File: config.mk
export PLATFORM = sky130hd
export DESIGN_NAME = mem_stage
export DESIGN_NICKNAME = d
export VERILOG_FILES = /design/src/rtl/mem_stage.sv
export SDC_FILE = /design/constraint.sdc
export NUM_CORES = 1
export LEC_CHECK = 0
export ABC_CLOCK_PERIOD_IN_PS = 1800
export CELL_PAD_IN_SITES_DETAIL_PLACEMENT = 0
export CELL_PAD_IN_SITES_GLOBAL_PLACEMENT = 1
export CORE_MARGIN = 10
export CORE_UTILIZATION = 26
export DETAILED_ROUTE_END_ITERATION = 7
export PLACE_DENSITY_LB_ADDON = 0.1
export SLEW_MARGIN = 20
export SYNTH_ARGS = -nofsm -noshare
export SYNTH_HDL_FRONTEND = slang
export SYNTH_SLANG_ARGS = --single-unit
File: constraint.sdc
create_clock -name i_clk -period 1.8 [get_ports i_clk]
set_input_delay 0.36 -clock i_clk [delete_from_list [all_inputs] [get_ports i_clk]]
set_output_delay 0.36 -clock i_clk [all_outputs]
set_load 0.05 [all_outputs]
File: src/rtl/mem_stage.sv
// Memory stage: latches one EXE->MEM instruction, runs a req/ack data-memory access, presents MEM_WB_BUS.
// Optional MEM_UNALIGNED_EXC_EN: misaligned half/word accesses raise AdEL/AdES instead of being masked.
//
// state     | meaning
// ST_EMPTY  | no instruction held
// ST_ACCESS | request outstanding, waiting for i_dmem_ack or timeout
// ST_HOLD   | result presented to writeback
module mem_stage #(
    parameter int TIMEOUT_CYCLES = 255
) (
    input  logic         i_clk,
    input  logic         i_rst,
    input  logic [109:0] i_exe_mem_bus,
    input  logic         i_exe_valid,
    output logic         o_mem_ready,
    output logic [67:0]  o_mem_wb_bus,
    output logic         o_wb_valid,
    input  logic         i_wb_ready,
    output logic         o_dmem_req,
    output logic         o_dmem_we,
    output logic [3:0]   o_dmem_be,
    output logic [31:0]  o_dmem_addr,
    output logic [31:0]  o_dmem_wdata,
    input  logic         i_dmem_ack,
    input  logic [31:0]  i_dmem_rdata,
    output logic         o_bus_err,
    output logic         o_exc,
    output logic [4:0]   o_exc_code,
    output logic [31:0]  o_badvaddr,
    output logic [31:0]  o_epc
);

    localparam int CNT_W = (TIMEOUT_CYCLES < 2) ? 1 : $clog2(TIMEOUT_CYCLES);
    localparam logic [CNT_W-1:0] TC_LAST = CNT_W'((TIMEOUT_CYCLES > 0) ? TIMEOUT_CYCLES - 1 : 0);

    typedef enum logic [1:0] {ST_EMPTY, ST_ACCESS, ST_HOLD} state_t;

    state_t           r_state;
    logic             r_req;
    logic [31:0]      r_addr;
    logic             r_we;
    logic [3:0]       r_be;
    logic [31:0]      r_wdata;
    logic [1:0]       r_size;
    logic             r_sign;
    logic             r_wb_en;
    logic [4:0]       r_wb_reg;
    logic [31:0]      r_wb_data;
    logic [29:0]      r_pc;
    logic             r_bus_err;
    logic             r_exc;
    logic [4:0]       r_exc_code;
    logic [31:0]      r_badvaddr;
    logic [CNT_W-1:0] r_cnt;

    logic [15:0] w_through;
    logic [31:0] w_alu;
    logic [31:0] w_out;
    logic [29:0] w_pc;
    logic        w_mem_rd;
    logic        w_mem_wr;
    logic        w_is_mem;
    logic        w_byte;
    logic        w_half;
    logic        w_word;
    logic        w_misalign;
    logic [31:0] w_addr;
    logic [3:0]  w_be;
    logic [31:0] w_wdata;
    logic        w_accept;
    logic [7:0]  w_ld_b;
    logic [15:0] w_ld_h;
    logic [31:0] w_ld;
    logic        w_unused;

    assign w_through = i_exe_mem_bus[109:94];
    assign w_alu     = i_exe_mem_bus[93:62];
    assign w_out     = i_exe_mem_bus[61:30];
    assign w_pc      = i_exe_mem_bus[29:0];
    assign w_unused  = ^w_through[4:0];

    assign w_mem_rd = w_through[15];
    assign w_mem_wr = w_through[14];
    assign w_is_mem = w_mem_rd | w_mem_wr;
    assign w_byte   = (w_through[13:12] == 2'b00);
    assign w_half   = (w_through[13:12] == 2'b01);
    assign w_word   = w_through[13];

`ifdef MEM_UNALIGNED_EXC_EN
    assign w_misalign = w_is_mem & ((w_half & w_alu[0]) | (w_word & (w_alu[1:0] != 2'b00)));
    assign w_addr     = w_alu;
`else
    assign w_misalign = 1'b0;
    assign w_addr     = {w_alu[31:2], w_word ? 2'b00 : {w_alu[1], w_alu[0] & w_byte}};
`endif

    always_comb begin
        w_be    = 4'b1111;
        w_wdata = w_out;
        if (w_byte) begin
            w_be    = 4'b0001 << w_addr[1:0];
            w_wdata = {4{w_out[7:0]}};
        end else if (w_half) begin
            w_be    = w_addr[1] ? 4'b1100 : 4'b0011;
            w_wdata = {2{w_out[15:0]}};
        end
    end

    // Load lane extraction works on the latched (aligned) address, so it is stable through ACCESS.
    assign w_ld_b = i_dmem_rdata[{r_addr[1:0], 3'b000} +: 8];
    assign w_ld_h = r_addr[1] ? i_dmem_rdata[31:16] : i_dmem_rdata[15:0];

    always_comb begin
        w_ld = i_dmem_rdata;
        case (r_size)
            2'b00:   w_ld = {{24{r_sign & w_ld_b[7]}}, w_ld_b};
            2'b01:   w_ld = {{16{r_sign & w_ld_h[15]}}, w_ld_h};
            default: w_ld = i_dmem_rdata;
        endcase
    end

    assign o_mem_ready = (r_state == ST_EMPTY) | ((r_state == ST_HOLD) & i_wb_ready);
    assign w_accept    = i_exe_valid & o_mem_ready;

    always_ff @(posedge i_clk) begin
        if (i_rst) begin
            r_state    <= ST_EMPTY;
            r_req      <= 1'b0;
            r_addr     <= '0;
            r_we       <= 1'b0;
            r_be       <= '0;
            r_wdata    <= '0;
            r_size     <= '0;
            r_sign     <= 1'b0;
            r_wb_en    <= 1'b0;
            r_wb_reg   <= '0;
            r_wb_data  <= '0;
            r_pc       <= '0;
            r_bus_err  <= 1'b0;
            r_exc      <= 1'b0;
            r_exc_code <= '0;
            r_badvaddr <= '0;
            r_cnt      <= '0;
        end else begin
            case (r_state)
                ST_ACCESS: begin
                    if (i_dmem_ack) begin
                        r_req   <= 1'b0;
                        r_state <= ST_HOLD;
                        if (!r_we) r_wb_data <= w_ld;
                    end else if ((TIMEOUT_CYCLES != 0) && (r_cnt == TC_LAST)) begin
                        r_req     <= 1'b0;
                        r_state   <= ST_HOLD;
                        r_bus_err <= 1'b1;
                        r_wb_en   <= 1'b0;
                        r_wb_data <= '0;
                    end else begin
                        r_cnt <= r_cnt + 1'b1;
                    end
                end
                ST_HOLD: begin
                    if (i_wb_ready) r_state <= ST_EMPTY;
                end
                default: ;
            endcase

            // A new instruction overrides the HOLD->EMPTY drain, giving bubble-free handover.
            if (w_accept) begin
                r_addr     <= w_addr;
                r_we       <= w_mem_wr;
                r_be       <= w_be;
                r_wdata    <= w_wdata;
                r_size     <= w_through[13:12];
                r_sign     <= w_through[11];
                r_wb_en    <= w_through[10] & ~w_mem_wr & ~w_misalign;
                r_wb_reg   <= w_through[9:5];
                r_wb_data  <= w_out;
                r_pc       <= w_pc;
                r_bus_err  <= 1'b0;
                r_exc      <= w_misalign;
                r_exc_code <= w_misalign ? (w_mem_wr ? 5'd5 : 5'd4) : 5'd0;
                r_badvaddr <= w_misalign ? w_alu : 32'd0;
                r_cnt      <= '0;
                if (w_is_mem & ~w_misalign) begin
                    r_state <= ST_ACCESS;
                    r_req   <= 1'b1;
                end else begin
                    r_state <= ST_HOLD;
                    r_req   <= 1'b0;
                end
            end
        end
    end

    assign o_wb_valid   = (r_state == ST_HOLD);
    assign o_mem_wb_bus = {r_wb_en, r_wb_reg, r_wb_data, r_pc};
    assign o_dmem_req   = r_req;
    assign o_dmem_we    = r_we;
    assign o_dmem_be    = r_be;
    assign o_dmem_addr  = {r_addr[31:2], 2'b00};
    assign o_dmem_wdata = r_wdata;
    assign o_bus_err    = r_bus_err;
    assign o_exc        = r_exc;
    assign o_exc_code   = r_exc_code;
    assign o_badvaddr   = r_badvaddr;
    assign o_epc        = {r_pc, 2'b00};

endmodule

### Word level (Yosys, flattened, before mapping)

Index checks and enable logic that the tools add are counted.
Widths: inputs -> output; s select.

* $add $sub $neg: 1
* eq/ne operators: 9
* shift-type cells: 2
* mux-type cells: 27
* bitwise gates (word level): 11
* reduce and logical (&&, ||, !) cells: 14

Operators with widths (number)
* $mux 32: 7
* $pmux 32 s2: 1
* $shiftx 32x6->8: 1
* $mux 16: 1
* $reduce_and 3->1: 5
* $mux 2: 6
* $mux 4: 3
* $add 8x1->8 const B: 1
* $eq 8x8->1 const B: 1
* $mux 1: 8
* $and 1x1->1: 6
* $eq 2x1->1 const B: 3
* $logic_not 2->1: 3
* $reduce_bool 3->1: 2
* $ne 4x4->1 const B: 1
* $pmux 2 s2: 1
* $reduce_bool 2->1: 2
* $shl 1x2->4 const A: 1
* $ne 3x1->1 const B: 1
* $ne 3x2->1 const B: 1
* $not 1->1: 3
* $eq 2x2->1 const B: 1
* $ne 2x1->1 const B: 1
* $or 1x1->1: 2
* 2 further kinds: 2

* register bits after elaboration: 152
* input bits: 147
* output and inout port bits: 211
* word-level logic and storage cells: 78

### Longest topological paths before layout

Gate-level depths: netlist (run 1).

* word-level depth: 7
* mapped depth: 8
* gate-level depth less buffers: 6

### Worst setup path before layout (run 1)

Ideal clock, no wire load.

* kind: register to register
* start: register r_state[1]
* end: register r_state[1]
* setup time: 0.122 ns
* arrival time: 1.755 ns
* data required time: 1.678 ns
* path slack: -0.077 ns
* cell stages (with the launch flop): 5
* path buffers: 1
* period minus slack after synthesis: 1.877 ns
* path through: dfxtp_1 buf_2 nor2b_1 a2bb2oi_1 o311a_1

* longest elaborated chain between the ends: 6
* elaborated cells between the ends (all ways): 12
* classes of those cells: eq/ne: 4; mux: 2; bitwise: 3; reduce/logical: 3

Ends and longest elaborated chain
* start: declaration: line 38 `state_t r_state;`
* start signal: assignment: line 127 `r_state <= ST_EMPTY;`
* start signal: assignment: line 149 `r_state <= ST_HOLD;`
* start signal: assignment: line 153 `r_state <= ST_HOLD;`
* $eq 2x2->1 *
* net o_wb_valid: line 17 `output logic o_wb_valid,`
* $and 1x1->1: line 122 `assign o_mem_ready = (r_state == ST_EMPTY) | ((r_state == ST_HOLD) & i_wb_ready);`
* $or 1x1->1: line 122
* $and 1x1->1: line 123 `assign w_accept = i_exe_valid & o_mem_ready;`
* $ne 4x4->1 (no source line) (tied with other cells)
* $reduce_and 3->1 (no source line)

Mark *: on every way through the listed nets, which the timed path passes. The rest lies on a longest branch.
A chain may end at the register's enable or synchronous reset.

### Worst setup path after layout (run 1)

* start: register r_addr[1]
* end: register r_wb_data[20]

* longest elaborated chain between the ends: 7
* elaborated cells between the ends (all ways): 9
* classes of those cells: shift: 1; mux: 6; bitwise: 2

Ends and longest elaborated chain
* start: declaration: line 40 `logic [31:0] r_addr;`
* start signal: assignment: line 169 `r_addr <= w_addr;`
* $shiftx 32x6->8 or $mux 16 (tied branches): line 110, 111
* $and 1x1->1 (on tied branches): line 116, 117
* $pmux 32 s2 *: line 115 `case (r_size)`
* $mux 32 *: line 150 `if (!r_we) r_wb_data <= w_ld;`
* $mux 32 *: line 147 `if (i_dmem_ack) begin`
* $mux 32 *: line 145 `case (r_state)`
* $mux 32 *: line 168 `if (w_accept) begin`
* end signal: assignment: line 150
* end signal: assignment: line 177 `r_wb_data <= w_out;`
* end: declaration: line 48 `logic [31:0] r_wb_data;`

Every way passes the cells marked *; elsewhere a longest branch is shown, timed or not. The select of a mux whose other input is x is not followed.

==> results.yml, run 1 <==
logic_synthesis:
  ys_seq_elements: 152
  async_flop_share_pct: 0
  synthDistinctLibCells: 62
  syn-mean-instance-area_um2: 8.083
  syn_area_um2: 7606
  synth-edff-count: 0
  yosys.area_share.simple_pct: 19.53
  synthXorXnorAreaFrac_pct: 0.4606
  synth_cells: 941
  synthFlopType: "dfxtp_1"
  yosysSeqAreaShare_pct: 40.01
  synth_fa_ha_area_share_pct: 0.3290
  synth_compound_area_share_pct: 19.95
  synthMuxAreaShare_pct: 4.425
  yosysWarnings: 0
  synth_top_family_by_area: "compound AO/OA/AOI/OAI gates"
cts:
  clk_pin_slew_ns: 0.07
  cts_hold_buf: 0
  cts_tree: "yes"
  htreeDepth: 4
  clk_path_buf_depth: 2
  cts_root_buf: "clkbuf_16"
  cts_buffers: 17
  worstSkewPairLatency_ns: 0.42
  cts.sink_count: 152
timing:
  period_needed_ns: 1.778
  fin_ws_ns: 0.02215
  clock_skew_ns: 0.01405
  drv_slew: 0
  finalCritPeriodShare_pct: 98.77
  fmax_mhz: 562.5
  grt_setup_unrepaired: "yes"
  whs_ns: 0.4507
  final.setup.tns_ns: 0
  setup_viol: 0
  final-hold-violation-count: 0
placement:
  io_buffers: 310
  gp_congestion: 0.8327
  placed_area_um2: 10780
  dp_worst_setup_slack_ns: -0.4389
  hpwl_mm: 24.86
detailed_routing:
  vias: 7449
  dr.pass1.iters: 5
  antenna_left: 0
  first_iter_violations: 358
  wl_per_cell_um: 19.39
  vias_per_cell: 4.520
  routed_wl_mm: 31.96
  drc: 0
setup_path:
  critPathTopFamily: "compound AO/OA/AOI/OAI gates"
  critical_path.max_fanout: 16
  cp_num_buf_inv: 2
  crit_slowest_cell: "dfxtp_4"
  cp.required_ns: 2.11
  worst_setup_path_end_kind: "flip-flop"
  crit_type: "flip-flop to flip-flop"
  worstPathArrival_ns: 2.09
  path_cells: "buf_12 > mux2_4 > a22oi_4 > a311oi_4 > buf_12 > a221o_2"
  cpPeakStageDelay_ns: 0.36
  worstSetupStartpointType: "flip-flop"
  cp_common_cell: "buf_12"
layout:
  nets: 1398
  layout-drive-gt1-share_pct: 27.50
  nFillCells: 3004
  postLayoutCellArea_um2: 11490
  seq_area_um2: 3054
  area_growth_pct: 51.04
  multiInputGateArea_um2: 3618
die:
  ios: 358
  start_util_pct: 26.43
  num_rows: 62
  dieArea_um2: 36500
  die_w_um: 191.0
  die_h_um: 191.0
  coreArea_um2: 28780
outcome:
  status: "finished, final reports clean"
grt:
  grt_max_degree: 95
  antenna_found_initial: 2
  grt_pass1_wl_mm: 46.83
  grt_pass1_vias: 7443
  gr-total-overflow: 0
  grtUsageTotal_pct: 16.60
hold_path:
  hold_class: "flip-flop to flip-flop"
pwr:
  irDropWorstVdd_uv: 531.0
  p_leak_nw: 4.949
  p_per_area_nw_per_um2: 940.1
run:
  max-cap-violations: 0
-- synthesized netlist by cell type (all sizes together), types with 2 or more instances --
master	count	area, um^2
o31ai	9	81.33
a41oi	8	70.07
a311oi	18	175.2
buf	142	987.2
o221a	3	33.78
a21o	2	15.01
inv	17	63.81
mux2	10	116.4
a2bb2oi	2	17.52
clkbuf	29	108.9
a221o	23	231.5
xnor2	3	26.28
mux2i	22	220.2
o21ai	31	166.4
nand4	8	56.30
nor2	31	118.9
nand2b	3	18.77
nand3	5	25.02
dfxtp	152	3043
nor3b	2	26.28
nand4bb	2	22.52
nand2	241	904.6
a22o	6	52.55
ha	2	25.02
a211oi	12	90.09
or3	4	25.02
and2	2	12.51
nor3	17	85.08
a21oi	96	480.5
a22oi	2	33.78
and3	16	100.1
nor2b	4	25.02
-- path summary, 6_finish.rpt --
path / startpoint / to / slack, ns / cells past startpoint
setup / recovery: r_addr[1]$_SDFFE_PP0P_ / r_wb_data[20]$_SDFFE_PP0P_ / 0.02 / 6
hold / removal: o_bus_err$_SDFFE_PP0P_ / o_bus_err$_SDFFE_PP0P_ / 0.45 / 2
setup reg to reg: r_addr[1]$_SDFFE_PP0P_ / r_wb_data[20]$_SDFFE_PP0P_ / 0.02 / 6
hold reg to reg: o_bus_err$_SDFFE_PP0P_ / o_bus_err$_SDFFE_PP0P_ / 0.45 / 2
-- layer usage --
layer	global-route usage (%)	part of all wire, %
met2	26.27	45
met5	0	0
met1	21.48	45
met4	4.270	1.2
met3	5.011	8.1
-- layout make-up --
type | count | area share (%)
timing repair buffer | 419 | 32.34
multi-input combinational | 642 | 31.50
sequential | 152 | 26.58
tap | 384 | 4.182
clock buffer | 19 | 3.855
clock inverter | 13 | 0.9475
inverter | 17 | 0.5554
antenna | 2 | 0.04356
-- worst reg2reg max path, cell delays in order (launching register included) --
cell	delay, ns
dfxtp_4	0.36
buf_12	0.13
mux2_4	0.34
a22oi_4	0.20
a311oi_4	0.12
buf_12	0.17
a221o_2	0.36
-- kinds of logic after synthesis --
kind of cell | after synthesis
buffers and inverters | 188
other | 1
xor gates and xnor gates | 4
adders and majority gates | 2
muxes | 32
DFF | 152
and+or+nand+nor | 342
AOI/OAI and AO/OA | 220
-- through the flow --
step           util, %  instances  total power (W)
6_report         39.92       1648          0.01080
2_1_floorplan        -        982         0.006142
3_3_place_gp     37.46       1607         0.007422
3_5_place_dp     37.46       1607         0.007424
4_1_cts          39.67       1643          0.01094
5_1_grt          39.92       1648          0.01132
-- where the power goes --
part | switching, W | internal (W) | total, W
sequential | 0.000190 | 0.00363 | 0.00382
clock | 0.00159 | 0.00184 | 0.00343
combinational | 0.00229 | 0.00126 | 0.00355
-- what timing repair did --
item / 4_1_cts / 5_1_grt
gates cloned: 0 / 1
setup buffers: 5 / 2
setup endpoints to repair: 24 / 23
resized for setup: 14 / 10
pin swaps: 2 / 0
-- layout by cell type (no fill, tap or decap), drive strengths merged, types with 2 or more instances in the layout --
cell type      synthesis  final
a211oi                12     12
a21o                   2      2
a21oi                 96     96
a221o                 23     23
a22o                   6      6
a22oi                  2      2
a2bb2oi                2      2
a311oi                18     18
a41oi                  8      8
and2                   2      2
and3                  16     16
buf                  142    278
clkbuf                29     20
clkdlybuf4s50          0    139
clkinv                 0      4
clkinvlp               0      3
conb                   1     42
dfxtp                152    152
diode                  0      2
ha                     2      2
inv                   17     23
mux2                  10     10
mux2i                 22     22
nand2                241    241
nand2b                 3      3
nand3                  5      5
nand4                  8      8
nand4bb                2      2
nor2                  31     31
nor2b                  4      4
nor3                  17     17
nor3b                  2      2
o21ai                 31     31
o221a                  3      3
o31ai                  9      9
or3                    4      4
xnor2                  3      3
Power figures use the tool's default switching activity.
==> run 2: changes to the inputs <==
--- a/config.mk
+++ b/config.mk
@@ -8,9 +8,10 @@
 export ABC_CLOCK_PERIOD_IN_PS = 1800
 export CELL_PAD_IN_SITES_DETAIL_PLACEMENT = 0
 export CELL_PAD_IN_SITES_GLOBAL_PLACEMENT = 1
-export CORE_MARGIN = 10
-export CORE_UTILIZATION = 26
+export CORE_MARGIN = 4
+export CORE_UTILIZATION = 39
 export DETAILED_ROUTE_END_ITERATION = 7
+export DONT_BUFFER_PORTS = 1
 export PLACE_DENSITY_LB_ADDON = 0.1
 export SLEW_MARGIN = 20
 export SYNTH_ARGS = -nofsm -noshare
==> constraint.sdc (replaced) <==
create_clock -name i_clk -period 1.8 [get_ports i_clk]
set_input_delay 0.54 -clock i_clk [delete_from_list [all_inputs] [get_ports i_clk]]
set_output_delay 0.54 -clock i_clk [all_outputs]
set_load 0.05 [all_outputs]
==> run 2 against run 1 <==
Against the previous run:
- clock power is 9.9% higher
- count of clock-buffer cells in the layout is 2 lower
- highest routed layer unchanged
- largest power group unchanged
- power is 5.3% lower
==> results.yml, run 2 (synthesis results as in run 1) <==
layout:
  mostFrequentLayoutCell: "nand2_1"
  nets: 1088
  fin_util_pct: 45.81
  finalNonFillerCells: 1211
  mostFrequentLayoutCells: "239 x nand2_1, 148 x dfxtp_1, 96 x a21oi_1"
  area_growth_pct: 14.16
  nFillCells: 1911
  layout-drive-gt1-share_pct: 18.61
  diodes: 0
setup_path:
  timing.rr.start: "r_addr[1]$_SDFFE_PP0P_"
  cpPeakStageDelay_ns: 0.38
  r2r_slack_ns: 0.04
  worstPathArrival_ns: 1.23
  cp.required_ns: 1.26
  path_cells: "buf_6 > nor2b_4 > buf_8"
  worst_setup_path_end_kind: "output port"
  worstSetupStartpointType: "flip-flop"
  critical_path.max_fanout: 7
  crit_type: "flip-flop to output port"
  r2r_end: "r_wb_data[20]$_SDFFE_PP0P_"
  r2r_cells: 6
  crit_slowest_cell: "dfxtp_4"
die:
  start_util_pct: 40.13
  dieArea_um2: 21800
  die_h_um: 147.7
  die_w_um: 147.7
  coreArea_um2: 18960
  ios: 358
  num_rows: 50
cts:
  clk_path_buf_depth: 2
  cts_buffers: 17
  htreeDepth: 4
  cts_root_buf: "clkbuf_16"
  cts_hold_buf: 0
  cts.sink_count: 152
  worstSkewPairLatency_ns: 0.43
  cts_tree: "yes"
  clk_pin_slew_ns: 0.07
hold_path:
  min_from: "i_rst"
  hold_end: "r_pc[11]$_SDFFE_PP0P_"
  hold_class: "input port to flip-flop"
  hold_depth: 1
timing:
  slew_headroom_pct: 59.02
  finalCritPeriodShare_pct: 98.10
  fmax_mhz: 566.3
  setup_viol: 0
  final-hold-violation-count: 0
  fin_ws_ns: 0.03412
  final.setup.tns_ns: 0
  clock_skew_ns: 0.01009
  drv_slew: 0
  whs_ns: 0.1773
  worst_pin_slew_ns: 0.6139
  period_needed_ns: 1.766
grt:
  grt_pass1_wl_mm: 38.52
  grtUsageTotal_pct: 22.84
  use_met2_pct: 38.01
  antenna_found_initial: 0
  gr-total-overflow: 0
  use_met1_pct: 26.60
  grt_max_degree: 119
  grt_pass1_vias: 6140
  met3_usage_pct: 9.657
  busiest_layer: "met2"
outcome:
  status: "finished, final reports clean"
detailed_routing:
  drc: 0
  routed_wl_mm: 26.48
  vias_per_cell: 5.342
  dr.pass1.iters: 5
  wl_per_cell_um: 21.87
  antenna_left: 0
  first_iter_violations: 388
  vias: 6469
run:
  max-cap-violations: 0
placement:
  gp_congestion: 0.8941
  dp_worst_setup_slack_ns: -0.1459
  io_buffers: 0
  dp.cells: 1166
  hpwl_mm: 19.82
pwr:
  irDropWorstVdd_uv: 673.7
  p_leak_nw: 3.539
  p_per_area_nw_per_um2: 1178
==> run 2: changes by cell type in the layout (fill, tap and decap cells not counted), moves of 2 or more <==
cell             delta
clkinvlp_4          -2
buf_6               +2
bufinv_16           +3
buf_4             -169
clkdlybuf4s50_1   -139
diode_2             -2
buf_12              -5
==> run 2: worst max path at each step <==
stage,endpoint,slack (ns),cells past startpoint,start
after floorplan,r_wb_data[21]$_SDFFE_PP0P_,0.007,5,i_dmem_ack
after global placement,r_wb_data[30]$_SDFFE_PP0P_,-0.09,4,i_dmem_rdata[15]
after detailed placement,r_wb_data[20]$_SDFFE_PP0P_,-0.15,4,i_dmem_rdata[15]
after CTS,o_mem_ready,-0.06,4,r_state[1]$_SDFFE_PP0P_
after global routing,r_wb_data[12]$_SDFFE_PP0P_,-0.008,8,r_state[1]$_SDFFE_PP0P_
final,o_wb_valid,0.03,3,r_state[0]$_SDFFE_PP0P_
==> run 2: per-stage QoR <==
step | power (W) | cell area [um^2]
after floorplan | 0.006143 | 7765
after global placement | 0.006418 | 7835
after detailed placement | 0.006449 | 7835
after CTS | 0.01026 | 8524
after global routing | 0.01063 | 8683
final | 0.01023 | 8683
==> run 2: where the power goes <==
part           leakage [nW]  switching, W  internal (W)
combinational          1.99       0.00131      0.000636
sequential             1.25      0.000878       0.00363
clock                 0.299       0.00155       0.00222
total                  3.54       0.00374       0.00649
==> run 2: worst max-delay path, delay by kind of cell, from the launching register on <==
kind                   cells  cell delay (ns)
buffers and inverters      2             0.29
AND/OR/NAND/NOR            1             0.13
flip-flops                 1             0.38
==> run 2: cell type report <==
cell class | instances | area (um^2) | area share [%]
multi-input combinational | 643 | 3646 | 41.99
sequential | 152 | 3053 | 35.16
inverter | 17 | 63.81 | 0.7349
tap | 260 | 325.3 | 3.746
clock inverter | 14 | 186.4 | 2.147
clock buffer | 17 | 425.4 | 4.899
timing repair buffer | 108 | 983.4 | 11.33
==> run 2: layer usage <==
layer  wire (um)  part of all wire, %  vias up
met1       10120                   38     3048
met3        2869                   11       33
met2       12980                   49      279
met5           0                    0        -
li1            -                    -     3109
met4         516                  1.9        0
==> run 2: timing repair <==
action	CTS	global route
resized for setup	8	19
setup buffers	5	7
pin swaps	2	5
setup endpoints to repair	19	35
gates cloned	0	3
